**src/rtl/i2c_wb_cmd_sequencer_if.sv**
```systemverilog
// Wishbone bus between the command sequencer (master) and the I2C master core register port (slave).
interface i2c_wb_cmd_sequencer_if;
  logic [2:0] wbm_adr_o;
  logic [7:0] wbm_dat_o;
  logic [7:0] wbm_dat_i;
  logic       wbm_we_o;
  logic       wbm_stb_o;
  logic       wbm_cyc_o;
  logic       wbm_ack_i;

  modport master (
    output wbm_adr_o, wbm_dat_o, wbm_we_o, wbm_stb_o, wbm_cyc_o,
    input  wbm_dat_i, wbm_ack_i
  );

  modport slave (
    input  wbm_adr_o, wbm_dat_o, wbm_we_o, wbm_stb_o, wbm_cyc_o,
    output wbm_dat_i, wbm_ack_i
  );
endinterface

```
**src/rtl/i2c_wb_cmd_sequencer.sv**
```systemverilog
// Sequences single-byte I2C transactions over the I2C master core's Wishbone register map.
// Optional arbitration-lost abort is enabled with `define I2C_SEQ_ARBLOST_EN.
module i2c_wb_cmd_sequencer #(
  parameter logic [15:0] PRESCALE     = 16'h002D,
  parameter logic [31:0] POLL_TIMEOUT = 32'd200_000,
  parameter logic [7:0]  CTR_INIT     = 8'h80
) (
  input  logic       wb_clk_i,
  input  logic       arst_i,
  input  logic       cmd_valid_i,
  output logic       cmd_ready_o,
  input  logic       cmd_rw_i,
  input  logic [6:0] cmd_addr_i,
  input  logic [7:0] cmd_data_i,
  output logic       rsp_valid_o,
  output logic [7:0] rsp_data_o,
  output logic       rsp_nack_o,
  output logic       rsp_timeout_o,
`ifdef I2C_SEQ_ARBLOST_EN
  output logic       rsp_arblost_o,
`endif
  i2c_wb_cmd_sequencer_if.master wb
);

  localparam logic [3:0] INIT_PLO  = 4'd0,  INIT_PHI  = 4'd1,  INIT_CTR = 4'd2,  IDLE     = 4'd3,
                         ADDR_TX   = 4'd4,  ADDR_CMD  = 4'd5,  ADDR_POLL = 4'd6, DATA_TX  = 4'd7,
                         DATA_CMD  = 4'd8,  DATA_POLL = 4'd9,  RD_CMD   = 4'd10, RD_POLL  = 4'd11,
                         RD_DATA   = 4'd12, STOP_CMD  = 4'd13, STOP_POLL = 4'd14, RESP    = 4'd15;

  logic [3:0]  r_state;
  logic        r_cyc, r_we;
  logic [2:0]  r_adr;
  logic [7:0]  r_dat;
  logic        r_rw;
  logic [6:0]  r_addr;
  logic [7:0]  r_wdata;
  logic        r_rsp_valid, r_nack, r_timeout;
  logic [7:0]  r_rsp_data;
  logic [31:0] r_poll_cnt;
`ifdef I2C_SEQ_ARBLOST_EN
  logic        r_arblost;
`endif

  logic        w_acc_we;
  logic [2:0]  w_acc_adr;
  logic [7:0]  w_acc_dat;
  logic        w_poll, w_done, w_al, w_poll_last;

  // Register access implied by each state; polls and RD_DATA are reads.
  always_comb begin
    w_acc_we  = 1'b0;
    w_acc_adr = 3'd4;
    w_acc_dat = 8'h00;
    case (r_state)
      INIT_PLO: begin w_acc_we = 1'b1; w_acc_adr = 3'd0; w_acc_dat = PRESCALE[7:0];  end
      INIT_PHI: begin w_acc_we = 1'b1; w_acc_adr = 3'd1; w_acc_dat = PRESCALE[15:8]; end
      INIT_CTR: begin w_acc_we = 1'b1; w_acc_adr = 3'd2; w_acc_dat = CTR_INIT;       end
      ADDR_TX:  begin w_acc_we = 1'b1; w_acc_adr = 3'd3; w_acc_dat = {r_addr, r_rw}; end
      ADDR_CMD: begin w_acc_we = 1'b1; w_acc_dat = 8'h90; end
      DATA_TX:  begin w_acc_we = 1'b1; w_acc_adr = 3'd3; w_acc_dat = r_wdata;        end
      DATA_CMD: begin w_acc_we = 1'b1; w_acc_dat = 8'h50; end
      RD_CMD:   begin w_acc_we = 1'b1; w_acc_dat = 8'h68; end
      STOP_CMD: begin w_acc_we = 1'b1; w_acc_dat = 8'h40; end
      RD_DATA:  w_acc_adr = 3'd3;
      default:  ;
    endcase
  end

  assign w_poll      = (r_state == ADDR_POLL) || (r_state == DATA_POLL) ||
                       (r_state == RD_POLL)   || (r_state == STOP_POLL);
  assign w_done      = (r_state == STOP_POLL) ? !wb.wbm_dat_i[6] : !wb.wbm_dat_i[1];
  assign w_poll_last = (r_poll_cnt + 32'd1) == POLL_TIMEOUT;
`ifdef I2C_SEQ_ARBLOST_EN
  assign w_al = wb.wbm_dat_i[5];
`else
  assign w_al = 1'b0;
`endif

  always_ff @(posedge wb_clk_i or negedge arst_i) begin
    if (!arst_i) begin
      r_state     <= INIT_PLO;
      r_cyc       <= 1'b0;
      r_we        <= 1'b0;
      r_adr       <= 3'd0;
      r_dat       <= 8'h00;
      r_rw        <= 1'b0;
      r_addr      <= 7'd0;
      r_wdata     <= 8'h00;
      r_rsp_valid <= 1'b0;
      r_nack      <= 1'b0;
      r_timeout   <= 1'b0;
      r_rsp_data  <= 8'h00;
      r_poll_cnt  <= 32'd0;
`ifdef I2C_SEQ_ARBLOST_EN
      r_arblost   <= 1'b0;
`endif
    end else begin
      r_rsp_valid <= 1'b0;
      if (r_state == IDLE) begin
        if (cmd_valid_i) begin
          r_rw       <= cmd_rw_i;
          r_addr     <= cmd_addr_i;
          r_wdata    <= cmd_data_i;
          r_nack     <= 1'b0;
          r_timeout  <= 1'b0;
          r_rsp_data <= 8'h00;
`ifdef I2C_SEQ_ARBLOST_EN
          r_arblost  <= 1'b0;
`endif
          r_state    <= ADDR_TX;
        end
      end else if (r_state == RESP) begin
        r_state <= IDLE;
      end else if (!r_cyc) begin
        r_cyc <= 1'b1;
        r_we  <= w_acc_we;
        r_adr <= w_acc_adr;
        r_dat <= w_acc_dat;
      end else if (wb.wbm_ack_i) begin
        // Dropping cyc here guarantees an idle cycle before the next access.
        r_cyc      <= 1'b0;
        r_poll_cnt <= w_poll ? r_poll_cnt + 32'd1 : 32'd0;
        case (r_state)
          INIT_PLO: r_state <= INIT_PHI;
          INIT_PHI: r_state <= INIT_CTR;
          INIT_CTR: r_state <= IDLE;
          ADDR_TX:  r_state <= ADDR_CMD;
          ADDR_CMD: r_state <= ADDR_POLL;
          DATA_TX:  r_state <= DATA_CMD;
          DATA_CMD: r_state <= DATA_POLL;
          RD_CMD:   r_state <= RD_POLL;
          STOP_CMD: r_state <= STOP_POLL;
          RD_DATA: begin
            r_rsp_data  <= wb.wbm_dat_i;
            r_state     <= RESP;
            r_rsp_valid <= 1'b1;
          end
          default: begin
            if (w_al) begin
`ifdef I2C_SEQ_ARBLOST_EN
              r_arblost <= 1'b1;
`endif
              r_state     <= RESP;
              r_rsp_valid <= 1'b1;
            end else if (w_done) begin
              case (r_state)
                ADDR_POLL: begin
                  if (wb.wbm_dat_i[7]) begin
                    r_nack  <= 1'b1;
                    r_state <= STOP_CMD;
                  end else begin
                    r_state <= r_rw ? RD_CMD : DATA_TX;
                  end
                end
                RD_POLL: r_state <= RD_DATA;
                default: begin
                  if (r_state == DATA_POLL) r_nack <= wb.wbm_dat_i[7];
                  r_state     <= RESP;
                  r_rsp_valid <= 1'b1;
                end
              endcase
            end else if (w_poll_last) begin
              // A stuck STOP is not retried; anything else still releases the bus.
              r_timeout <= 1'b1;
              if (r_state == STOP_POLL) begin
                r_state     <= RESP;
                r_rsp_valid <= 1'b1;
              end else begin
                r_state <= STOP_CMD;
              end
            end
          end
        endcase
      end
    end
  end

  assign cmd_ready_o   = (r_state == IDLE);
  assign rsp_valid_o   = r_rsp_valid;
  assign rsp_data_o    = r_rsp_data;
  assign rsp_nack_o    = r_nack;
  assign rsp_timeout_o = r_timeout;
`ifdef I2C_SEQ_ARBLOST_EN
  assign rsp_arblost_o = r_arblost;
`endif
  assign wb.wbm_cyc_o  = r_cyc;
  assign wb.wbm_stb_o  = r_cyc;
  assign wb.wbm_we_o   = r_we;
  assign wb.wbm_adr_o  = r_adr;
  assign wb.wbm_dat_o  = r_dat;

endmodule
```
**src/flat_wrapper.sv**
```systemverilog
// flat-port wrapper written by rule: the top's interface ports become plain ports
module i2c_wb_cmd_sequencer_flat 
#(
  parameter logic [15:0] PRESCALE     = 16'h002D,
  parameter logic [31:0] POLL_TIMEOUT = 32'd200_000,
  parameter logic [7:0]  CTR_INIT     = 8'h80
)
  (wb_clk_i, arst_i, cmd_valid_i, cmd_ready_o, cmd_rw_i, cmd_addr_i, cmd_data_i, rsp_valid_o, rsp_data_o, rsp_nack_o, rsp_timeout_o, wb_wbm_adr_o, wb_wbm_dat_o, wb_wbm_we_o, wb_wbm_stb_o, wb_wbm_cyc_o, wb_wbm_dat_i, wb_wbm_ack_i);
  i2c_wb_cmd_sequencer_if wb_i ();
  input  logic wb_clk_i;
  input  logic arst_i;
  input  logic cmd_valid_i;
  output logic cmd_ready_o;
  input  logic cmd_rw_i;
  input  logic [6:0] cmd_addr_i;
  input  logic [7:0] cmd_data_i;
  output logic rsp_valid_o;
  output logic [7:0] rsp_data_o;
  output logic rsp_nack_o;
  output logic rsp_timeout_o;
  output wire logic [$bits(wb_i.wbm_adr_o)-1:0] wb_wbm_adr_o;
  output wire logic [$bits(wb_i.wbm_dat_o)-1:0] wb_wbm_dat_o;
  output wire logic [$bits(wb_i.wbm_we_o)-1:0] wb_wbm_we_o;
  output wire logic [$bits(wb_i.wbm_stb_o)-1:0] wb_wbm_stb_o;
  output wire logic [$bits(wb_i.wbm_cyc_o)-1:0] wb_wbm_cyc_o;
  input wire logic [$bits(wb_i.wbm_dat_i)-1:0] wb_wbm_dat_i;
  input wire logic [$bits(wb_i.wbm_ack_i)-1:0] wb_wbm_ack_i;
  assign wb_wbm_adr_o = wb_i.wbm_adr_o;
  assign wb_wbm_dat_o = wb_i.wbm_dat_o;
  assign wb_wbm_we_o = wb_i.wbm_we_o;
  assign wb_wbm_stb_o = wb_i.wbm_stb_o;
  assign wb_wbm_cyc_o = wb_i.wbm_cyc_o;
  assign wb_i.wbm_dat_i = wb_wbm_dat_i;
  assign wb_i.wbm_ack_i = wb_wbm_ack_i;
  i2c_wb_cmd_sequencer #(.PRESCALE(PRESCALE), .POLL_TIMEOUT(POLL_TIMEOUT), .CTR_INIT(CTR_INIT)) u_core (.wb_clk_i(wb_clk_i), .arst_i(arst_i), .cmd_valid_i(cmd_valid_i), .cmd_ready_o(cmd_ready_o), .cmd_rw_i(cmd_rw_i), .cmd_addr_i(cmd_addr_i), .cmd_data_i(cmd_data_i), .rsp_valid_o(rsp_valid_o), .rsp_data_o(rsp_data_o), .rsp_nack_o(rsp_nack_o), .rsp_timeout_o(rsp_timeout_o), .wb(wb_i));
endmodule
```
**config.mk**
```make
export PLATFORM = sky130hd
export DESIGN_NAME = i2c_wb_cmd_sequencer_flat
export DESIGN_NICKNAME = d
export VERILOG_FILES = /design/src/rtl/i2c_wb_cmd_sequencer_if.sv /design/src/rtl/i2c_wb_cmd_sequencer.sv /design/src/flat_wrapper.sv
export SDC_FILE = /design/constraint.sdc
export NUM_CORES = 1
export LEC_CHECK = 0
export BUFFER_PORTS_ARGS = -buffer_cell sky130_fd_sc_hd__buf_2
export CAP_MARGIN = 20
export CORE_MARGIN = 4
export CORE_UTILIZATION = 59
export CTS_CLUSTER_DIAMETER = 50
export DETAILED_ROUTE_END_ITERATION = 16
export PLACE_DENSITY = 0.91
export RECOVER_POWER = 100
export SLEW_MARGIN = 20
export SYNTH_ARGS = -nofsm -noshare
export SYNTH_HDL_FRONTEND = slang
export SYNTH_SLANG_ARGS = --single-unit
```
**constraint.sdc**
```tcl
create_clock -name wb_clk_i -period 3.53 [get_ports wb_clk_i]
set_clock_uncertainty 0.2 [all_clocks]
set_input_delay 0.5295 -clock wb_clk_i [delete_from_list [all_inputs] [get_ports wb_clk_i]]
set_output_delay 0.5295 -clock wb_clk_i [all_outputs]
set_load 0.01 [all_outputs]
```
==> impl_metrics.py, run 1 <==
metrics = {
    "critical_path": {
        "crit_start": "u_core.r_poll_cnt[0]",
        "rr_endpoint": "u_core.r_state[0]",
        "cp.arrival_ns": 3.35,
        "cp_slowest_stage_delay_ns": 0.50,
        "crit_chain": "ha_2 > and2_0 > a21oi_1 > o32a_1 > a211oi_1 > nand4b_1 > nor4b_4 > o21bai_2 > a221o_1",
        "cp_max_fo": 9,
        "r2r_start": "u_core.r_poll_cnt[0]",
        "crit_type": "reg -> reg",
        "reg2regPathDepth": 9,
        "critical_path_required_ns": 3.57,
        "regToRegSetupSlack_ns": 0.22,
        "cp-endpoint": "u_core.r_state[0]",
        "cp-start-kind": "flop",
        "worst_setup_path_end_kind": "flop",
        "cp_slowest_cell": "dfrtp_1",
    },
    "global_routing": {
        "grt.total_usage": 0.259,
        "grt_pass1_wl_um": 20600,
        "antenna_found_initial": 0,
        "overflow": 0,
        "grt_max_degree": 77,
        "grt_pass1_vias": 4420,
    },
    "clocking": {
        "cts_root_buf": "clkbuf_8",
        "clock_latency_ns": 0.35,
        "clockBufferDepth": 2,
        "cts.sinks": 76,
        "cts_hold_buffers": 0,
        "post_cts_buffers": 0,
        "cts-resized-gates": 0,
        "cts_buffers": 9,
        "htreeDepth": 3,
        "cts_tree": "yes",
        "clkTransAtPathRegs_ns": 0.08,
    },
    "logic_synthesis": {
        "synth_cell_type_count": 67,
        "yosys.cell_count.top_type": "o21ai_0",
        "yosys-top-cells-area": "dfrtp_1, o21ai_0, nand2_1",
        "synth-warning-count": 0,
        "synth_flop_cell": "dfrtp_1",
        "avgSynthCellArea_sq_um": 8.45,
        "synth_top_area_cell": "dfrtp_1",
        "syn_area_sq_um": 4680,
        "yosys-top-cells-count": "o21ai_0, dfrtp_1, nand2_1, nor2_1, clkbuf_1",
        "synth_edf_count": 0,
        "yosysSeqAreaShare": 0.406,
        "async_flop_share": 1.00,
        "ys_seq_elements": 76,
        "synth_top_cell_area_share": 0.406,
        "synthCells": 554,
        "synth_nets": 584,
    },
    "timing": {
        "finalCritPeriodShare": 0.938,
        "slew_headroom": -0.234,
        "max_clock_freq_mhz": 302,
        "setup_violations": 0,
        "hold_violations": 0,
        "worst_pin_slew_ns": 1.85,
        "drv_slew": 77,
        "rsz0062_at_grt": "no",
        "period_needed_ns": 3.31,
        "final.setup.tns_ns": 0,
    },
    "cells_and_area": {
        "drive_gt1_frac": 0.145,
        "syn_to_final_growth_pct": 11.6,
        "finish.net_count": 618,
        "n_antenna_cell": 0,
    },
    "power_and_ir_drop": {
        "p_int_mw": 2.17,
        "pwr_density_cell_nw_per_um2": 692,
        "p_comb_frac": 0.405,
        "finalPower_mw": 3.62,
        "switching_power_mw": 1.44,
        "cellLeakagePower_nw": 2.13,
        "p_clk_frac": 0.240,
        "peakVddDrop_v": 0.000454,
        "power_switching_share": 0.399,
        "pwr-share-seq": 0.355,
    },
    "floorplan": {
        "row_count": 32,
        "start_util": 0.606,
        "dieArea_sq_um": 9420,
        "core_sq_um": 7730,
        "chipHeight_um": 97.1,
        "chipWidth_um": 97.1,
        "io_pins": 54,
    },
    "status": {
        "violations": "max-capacitance violations, max-slew violations",
        "status": "finished, violations left",
    },
    "place": {
        "hpwl_um": 8400,
        "place.gp.congestion": 0.952,
        "io_buffers": 53,
    },
    "drt": {
        "ant_nets": 0,
        "drt-pass1-iter-count": 5,
        "drtIter0Drc": 427,
        "routedWlPerCell_um": 17.4,
        "wl_um": 12100,
        "drc_errors": 0,
        "vias_per_cell": 6.64,
        "vias": 4606,
    },
    "hold_path": {
        "holdCritPathClass": "in -> reg",
    },
    "run": {
        "cap_violations": 1,
    },
}
==> power by group through the flow <==
stage | registers [mW] | clock network, mW | logic [mW]
final | 1.28 | 0.868 | 1.46
after global routing | 1.32 | 0.920 | 1.61
after CTS | 1.28 | 0.876 | 1.48
after detailed placement | 1.29 | 0 | 1.47
after global placement | 1.28 | 0 | 1.43
after floorplan | 1.25 | 0 | 1.01
==> kinds of logic (layout without fill, tap and decap cells) <==
group,count (synthesis),after routing,synth area share
simple gates,216,216,0.242
compound gates,182,182,0.245
flops,76,76,0.406
buf+inv,56,94,0.0513
mux,18,18,0.0428
xor+xnor,4,4,0.00748
fa+ha+maj,2,2,0.00534
==> worst max-delay path: cells and delay by family, from the launching register on <==
kind,cells,cell delay [ns]
flip-flops,1,0.50
AND/OR/NAND/NOR,3,0.96
AO/OA/AOI/OAI,5,1.24
adder cells (fa/ha/maj),1,0.30
==> cell type report <==
type	instances	area, sq um
multi-input cells	422	2550
fillers	628	2500
repair buffers	70	345
clock buffers	9	124
well taps	102	128
flip-flops and latches	76	1900
clock inverters	6	138
inverters	9	33.8
==> placed cells by master (no fill, tap or decap), types with 4 or more instances in the layout <==
cell       instances
nor4_1             9
o41ai_1            8
a211oi_1           8
nand2_1           67
and3_1             6
o22ai_1            4
mux2_2            16
and4_1             7
nand3_1           20
nor2_1            47
bufinv_16          4
nor3_1            10
nand2b_1           6
buf_4             13
inv_1              7
clkbuf_1          30
clkbuf_8           9
xnor2_1            4
dfrtp_1           76
buf_2             26
a21boi_0           5
a31oi_1            9
a22o_1             6
o21ai_0           78
a21oi_1           26
o31ai_1            9
nand4_1           16
==> stage by stage <==
stage / std cells / util / setup slack [ns] / cell area [sq um] / hold WS (ns)
after global routing: 694 / 0.676 / 0.0406 / 5220 / 0.197
final: 694 / 0.676 / 0.220 / 5220 / 0.183
after global placement: 679 / 0.648 / 0.322 / 5000 / 0.256
after floorplan: 554 / - / 0.540 / 4680 / 0.0339
after detailed placement: 679 / 0.648 / 0.160 / 5000 / 0.268
after CTS: 694 / 0.681 / 0.146 / 5270 / 0.159
==> sequential cells by signal, summed over array words and instances (netlist names), 3 cells and up <==
signal	flops
u_core.r_addr	7
u_core.r_wdata	8
u_core.rsp_data_o	8
u_core.wb.wbm_adr_o	3
u_core.r_poll_cnt	32
u_core.r_state	4
u_core.wb.wbm_dat_o	8
==> routing by layer <==
layer | GRT usage | vias up | share of wire
li1 | - | 2112 | -
met1 | 0.333 | 2188 | 0.41
met2 | 0.426 | 268 | 0.49
met3 | 0.0538 | 38 | 0.087
met4 | 0.108 | 0 | 0.020
met5 | 0 | - | 0
==> worst min-delay path by stage <==
stage	from	to	slack, ns	cells past startpoint
after global routing	cmd_addr_i[3]	u_core.r_addr[3]	0.20	2
after global placement	u_core.rsp_data_o[6]	u_core.rsp_data_o[6]	0.26	2
after floorplan	arst_i	u_core.r_addr[0]	0.03	0
after CTS	arst_i	u_core.r_poll_cnt[30]	0.16	1
final	cmd_addr_i[6]	u_core.r_addr[6]	0.18	3
after detailed placement	u_core.rsp_data_o[1]	u_core.rsp_data_o[1]	0.27	2
No activity file was read; power rests on OpenSTA's default activity.
==> run 2: changes to the inputs <==
--- a/config.mk
+++ b/config.mk
@@ -8,10 +8,10 @@
 export BUFFER_PORTS_ARGS = -buffer_cell sky130_fd_sc_hd__buf_2
 export CAP_MARGIN = 20
 export CORE_MARGIN = 4
-export CORE_UTILIZATION = 59
+export CORE_UTILIZATION = 35
 export CTS_CLUSTER_DIAMETER = 50
 export DETAILED_ROUTE_END_ITERATION = 16
-export PLACE_DENSITY = 0.91
+export PLACE_DENSITY = 0.63
 export RECOVER_POWER = 100
 export SLEW_MARGIN = 20
 export SYNTH_ARGS = -nofsm -noshare
==> run 2 against run 1 <==
The flow still finishes with violations (max-capacitance violations, max-slew violations); highest routed layer unchanged; worst hold slack gained 0.010 ns; clock-buffer cell count is the same; non-clock buffer count shrank 2; cell count grew 9.9%; critical path depth grew 1; combinational power is essentially flat; maximum frequency grew 0.19%; sequential power is essentially flat; critical path type unchanged.
==> impl_metrics.py, run 2 (same netlist as run 1, synthesis figures left out) <==
metrics = {
    "status": {
        "status": "finished, violations left",
        "violations": "max-capacitance violations, max-slew violations",
    },
    "floorplan": {
        "chipHeight_um": 124,
        "row_count": 41,
        "chipWidth_um": 124,
        "dieArea_sq_um": 15300,
        "io_pins": 54,
        "start_util": 0.364,
        "core_sq_um": 12900,
    },
    "global_routing": {
        "grt_pass1_vias": 4216,
        "grt_pass1_wl_um": 20800,
        "overflow": 0,
        "grt_max_degree": 77,
        "grt.total_usage": 0.169,
        "antenna_found_initial": 0,
    },
    "cells_and_area": {
        "largest_reg_flops": 32,
        "n_antenna_cell": 0,
        "syn_to_final_growth_pct": 14.6,
        "layout_commonest_cell": "o21ai_0",
        "finish.net_count": 616,
        "regMostFlops": "u_core.r_poll_cnt",
        "final_core_util": 0.417,
        "layout_common_cells": "o21ai_0, dfrtp_1, nand2_1",
        "n_fill_cell": 1308,
        "drive_gt1_frac": 0.147,
    },
    "critical_path": {
        "cp-start-kind": "flop",
        "cp_max_fo": 10,
        "cp.arrival_ns": 3.34,
        "critical_path_required_ns": 3.56,
        "reg2regPathDepth": 10,
        "crit_type": "reg -> reg",
        "worst_setup_path_end_kind": "flop",
        "r2r_start": "u_core.r_poll_cnt[1]",
        "rr_endpoint": "u_core.rsp_valid_o",
        "regToRegSetupSlack_ns": 0.23,
        "cp-endpoint": "u_core.rsp_valid_o",
        "crit_start": "u_core.r_poll_cnt[1]",
    },
    "timing": {
        "slew_headroom": -0.269,
        "rsz0062_at_grt": "no",
        "drv_slew": 77,
        "setup_violations": 0,
        "worst_pin_slew_ns": 1.90,
        "fin_ws_ns": 0.226,
        "max_clock_freq_mhz": 303,
        "hold_violations": 0,
        "final.setup.tns_ns": 0,
        "period_needed_ns": 3.30,
        "finalCritPeriodShare": 0.936,
    },
    "place": {
        "io_buffers": 53,
        "place.gp.congestion": 0.891,
        "place_ws_ns": 0.118,
        "hpwl_um": 8660,
    },
    "clocking": {
        "cts.sinks": 76,
        "clockBufferDepth": 2,
        "clkTransAtPathRegs_ns": 0.06,
        "cts_buffers": 9,
        "cts_hold_buffers": 0,
        "htreeDepth": 3,
        "cts_root_buf": "clkbuf_16",
        "clock_latency_ns": 0.35,
        "cts_tree": "yes",
    },
    "hold_path": {
        "holdCritPathClass": "in -> reg",
    },
    "power_and_ir_drop": {
        "peakVddDrop_v": 0.000470,
        "cellLeakagePower_nw": 2.16,
        "pwr_density_cell_nw_per_um2": 697,
    },
    "run": {
        "cap_violations": 1,
    },
    "drt": {
        "drt-pass1-iter-count": 6,
        "drc_errors": 0,
        "drtIter0Drc": 497,
        "vias_per_cell": 5.79,
        "ant_nets": 0,
        "vias": 4421,
        "routedWlPerCell_um": 16.4,
        "wl_um": 12500,
    },
}
-- run 2: cell count changes in the layout (fill, tap and decap cells not counted), sizes merged --
cell      before  now
bufinv         4    2
inv            7    9
buf           39   38
clkbuf        40   39
clkinvlp       0    1
-- run 2: layer usage --
metal  global-route usage  routed length, um  up-vias
met5                    0                  0        -
met4               0.0692                285        0
met3               0.0350                726       26
met2                0.258               5730      161
met1                0.235               5770     2114
li1                     -                  -     2120
-- run 2: cell type report --
type,instances,area [sq um],area share
clock inverters,7,98.8,0.0184
inverters,9,33.8,0.00630
clock buffers,9,225,0.0420
well taps,172,215,0.0401
multi-input cells,422,2550,0.476
flip-flops and latches,76,1900,0.354
repair buffers,68,335,0.0625
-- run 2: power breakdown --
part / switching (mW) / leakage (nW) / internal (mW)
clock: 0.397 / 0.156 / 0.624
combinational: 0.909 / 1.00 / 0.529
sequential: 0.191 / 0.997 / 1.09
total: 1.50 / 2.16 / 2.24
-- run 2: critical path, cell delays in order (launching register included) --
cell      delay [ns]
dfrtp_1         0.47
ha_2            0.31
and4_1          0.27
and4_2          0.39
nand3_1         0.13
or2_2           0.31
a221oi_2        0.25
nor4b_4         0.37
buf_4           0.19
nor2_1          0.03
nor3_1          0.28
-- run 2: stage by stage --
stage	instances	hold WS [ns]	instance area, sq um	total power [mW]
after global placement	746	0.259	5070	2.71
after global routing	763	0.209	5370	3.99
after floorplan	554	0.0339	4680	2.26
final	763	0.193	5370	3.74
after CTS	762	0.174	5390	3.78
after detailed placement	746	0.268	5070	2.75
-- run 2: worst min-delay path by stage --
stage,startpoint,end,slack (ns),cells after the start
after floorplan,arst_i,u_core.r_addr[0],0.03,0
after global placement,u_core.rsp_data_o[5],u_core.rsp_data_o[5],0.26,2
after detailed placement,u_core.wb.wbm_dat_o[0],u_core.wb.wbm_dat_o[0],0.27,1
after CTS,arst_i,u_core.r_poll_cnt[26],0.17,1
after global routing,cmd_addr_i[0],u_core.r_addr[0],0.21,2
final,cmd_addr_i[6],u_core.r_addr[6],0.19,3
-- run 2: repair_timing --
item	CTS	global route
buffers inserted	0	1
gates resized for setup	0	3
setup endpoints to repair	0	5
==> run 3: changes to the inputs <==
--- a/config.mk
+++ b/config.mk
@@ -11,7 +11,7 @@
 export CORE_UTILIZATION = 35
 export CTS_CLUSTER_DIAMETER = 50
 export DETAILED_ROUTE_END_ITERATION = 16
-export PLACE_DENSITY = 0.63
+export PLACE_DENSITY = 0.51
 export RECOVER_POWER = 100
 export SLEW_MARGIN = 20
 export SYNTH_ARGS = -nofsm -noshare
==> run 3 against run 2 <==
The run still ends with max-capacitance violations, max-slew violations left; cell count did not move; total power fell by 4.5%; setup slack got worse by 0.023 ns; combinational power barely moved; design area fell by 1.3%; critical endpoint is now u_core.r_state[0].
==> impl_metrics.py, run 3 (same netlist as run 1, synthesis figures left out) <==
metrics = {
    "global_routing": {
        "grt_pass1_wl_um": 21400,
        "grt_max_degree": 77,
        "overflow": 0,
        "antenna_found_initial": 0,
        "grt.total_usage": 0.175,
        "grt_pass1_vias": 4257,
    },
    "floorplan": {
        "io_pins": 54,
        "chipHeight_um": 124,
        "start_util": 0.364,
        "row_count": 41,
        "chipWidth_um": 124,
        "dieArea_sq_um": 15300,
        "core_sq_um": 12900,
    },
    "cells_and_area": {
        "layout_commonest_cell": "o21ai_0",
        "n_antenna_cell": 0,
        "finish.net_count": 616,
        "regMostFlops": "u_core.r_poll_cnt",
        "largest_reg_flops": 32,
        "syn_to_final_growth_pct": 13.1,
        "drive_gt1_frac": 0.140,
        "layout_common_cells": "o21ai_0, dfrtp_1, nand2_1",
    },
    "timing": {
        "setup_violations": 0,
        "drv_slew": 77,
        "worst_pin_slew_ns": 1.93,
        "final.setup.tns_ns": 0,
        "rsz0062_at_grt": "no",
        "period_needed_ns": 3.33,
        "hold_violations": 0,
        "max_clock_freq_mhz": 301,
        "slew_headroom": -0.283,
        "finalCritPeriodShare": 0.942,
    },
    "critical_path": {
        "worst_setup_path_end_kind": "flop",
        "path_delay_family": "simple AND/OR/NAND/NOR gates",
        "cp-start-kind": "flop",
        "crit_chain": "nand4_4 > or3_1 > nor4_2 > xnor2_1 > o2111ai_1 > nor4b_4 > o21bai_1 > a221o_1",
        "crit_type": "reg -> reg",
        "critical_path_required_ns": 3.56,
        "worst-path-buf-inv": 0,
        "crit_start": "u_core.r_poll_cnt[3]",
        "cp.arrival_ns": 3.35,
        "cp_max_fo": 12,
        "cp_slowest_cell": "dfrtp_1",
        "r2r_start": "u_core.r_poll_cnt[3]",
        "cp_slowest_stage_delay_ns": 0.57,
    },
    "place": {
        "place.gp.congestion": 0.896,
        "io_buffers": 53,
        "hpwl_um": 9170,
    },
    "drt": {
        "drtIter0Drc": 326,
        "wl_um": 13100,
        "drt-pass1-iter-count": 5,
        "drc_errors": 0,
        "ant_nets": 0,
        "routedWlPerCell_um": 17.1,
        "vias": 4390,
        "vias_per_cell": 5.75,
    },
    "clocking": {
        "htreeDepth": 3,
        "cts.sinks": 76,
        "clkTransAtPathRegs_ns": 0.06,
        "clockBufferDepth": 2,
        "post_cts_buffers": 0,
        "cts_tree": "yes",
        "clock_latency_ns": 0.34,
        "cts_buffers": 9,
        "cts_root_buf": "clkbuf_16",
    },
    "power_and_ir_drop": {
        "p_clk_frac": 0.239,
        "power_switching_share": 0.416,
        "p_int_mw": 2.09,
        "pwr-share-seq": 0.357,
        "pwr_density_cell_nw_per_um2": 674,
        "p_comb_frac": 0.404,
        "switching_power_mw": 1.48,
        "finalPower_mw": 3.57,
        "cellLeakagePower_nw": 2.12,
        "peakVddDrop_v": 0.000337,
    },
    "hold_path": {
        "min_from": "cmd_addr_i[6]",
        "holdCritPathClass": "in -> reg",
    },
    "run": {
        "cap_violations": 1,
    },
    "status": {
        "status": "finished, violations left",
        "violations": "max-capacitance violations, max-slew violations",
    },
}
## run 3: repair_timing
item	in CTS	in global routing
gates resized for setup	0	1
hold buffers	0	0
setup endpoints to repair	0	1
## run 3: routing by layer
| layer | GRT usage | wire (um) |
|---|---|---|
| met1 | 0.226 | 5860 |
| met2 | 0.291 | 6370 |
| met3 | 0.0409 | 625 |
| met4 | 0.0540 | 211 |
| met5 | 0 | 0 |
## run 3: final timing paths
kind / end / slack, ns / depth (start not counted)
min: u_core.r_addr[6] / 0.20 / 3
max in group asynchronous: u_core.r_addr[0] / 1.47 / 1
min in group asynchronous: u_core.r_poll_cnt[4] / 0.52 / 1
max reg2reg: u_core.r_state[0] / 0.20 / 8
min reg2reg: u_core.wb.wbm_dat_o[2] / 0.28 / 1
max: u_core.r_state[0] / 0.20 / 8
## run 3: stage by stage
step,cell area [sq um],cells,hold WS [ns],worst slack (ns),utilization
floorplan,4680,554,0.0339,0.540,-
global placement,5080,747,0.261,0.347,0.394
detailed placement,5080,747,0.265,0.229,0.394
CTS,5350,763,0.192,0.222,0.416
global route,5300,763,0.211,0.0314,0.411
finish,5300,763,0.204,0.204,0.411
## run 3: worst register-to-register path, delay by kind of cell, from the launching register on
kind	cells	cell delay, ns
XOR/XNOR	1	0.16
flip-flops	1	0.57
AO/OA/AOI/OAI	3	0.76
AND/OR/NAND/NOR	4	1.52
## run 3: layout make-up
type / count / area, sq um
fillers: 1307 / 7580
multi-input cells: 422 / 2540
well taps: 172 / 215
clock inverters: 7 / 50.0
clock buffers: 9 / 225
repair buffers: 68 / 334
inverters: 9 / 33.8
flip-flops and latches: 76 / 1900
## run 3: power by group through the flow
stage,clock network (mW),logic [mW],registers [mW]
2_1_floorplan,0,1.01,1.25
3_3_place_gp,0,1.47,1.28
3_5_place_dp,0,1.48,1.29
4_1_cts,0.891,1.48,1.27
5_1_grt,0.919,1.62,1.31
6_report,0.854,1.44,1.27
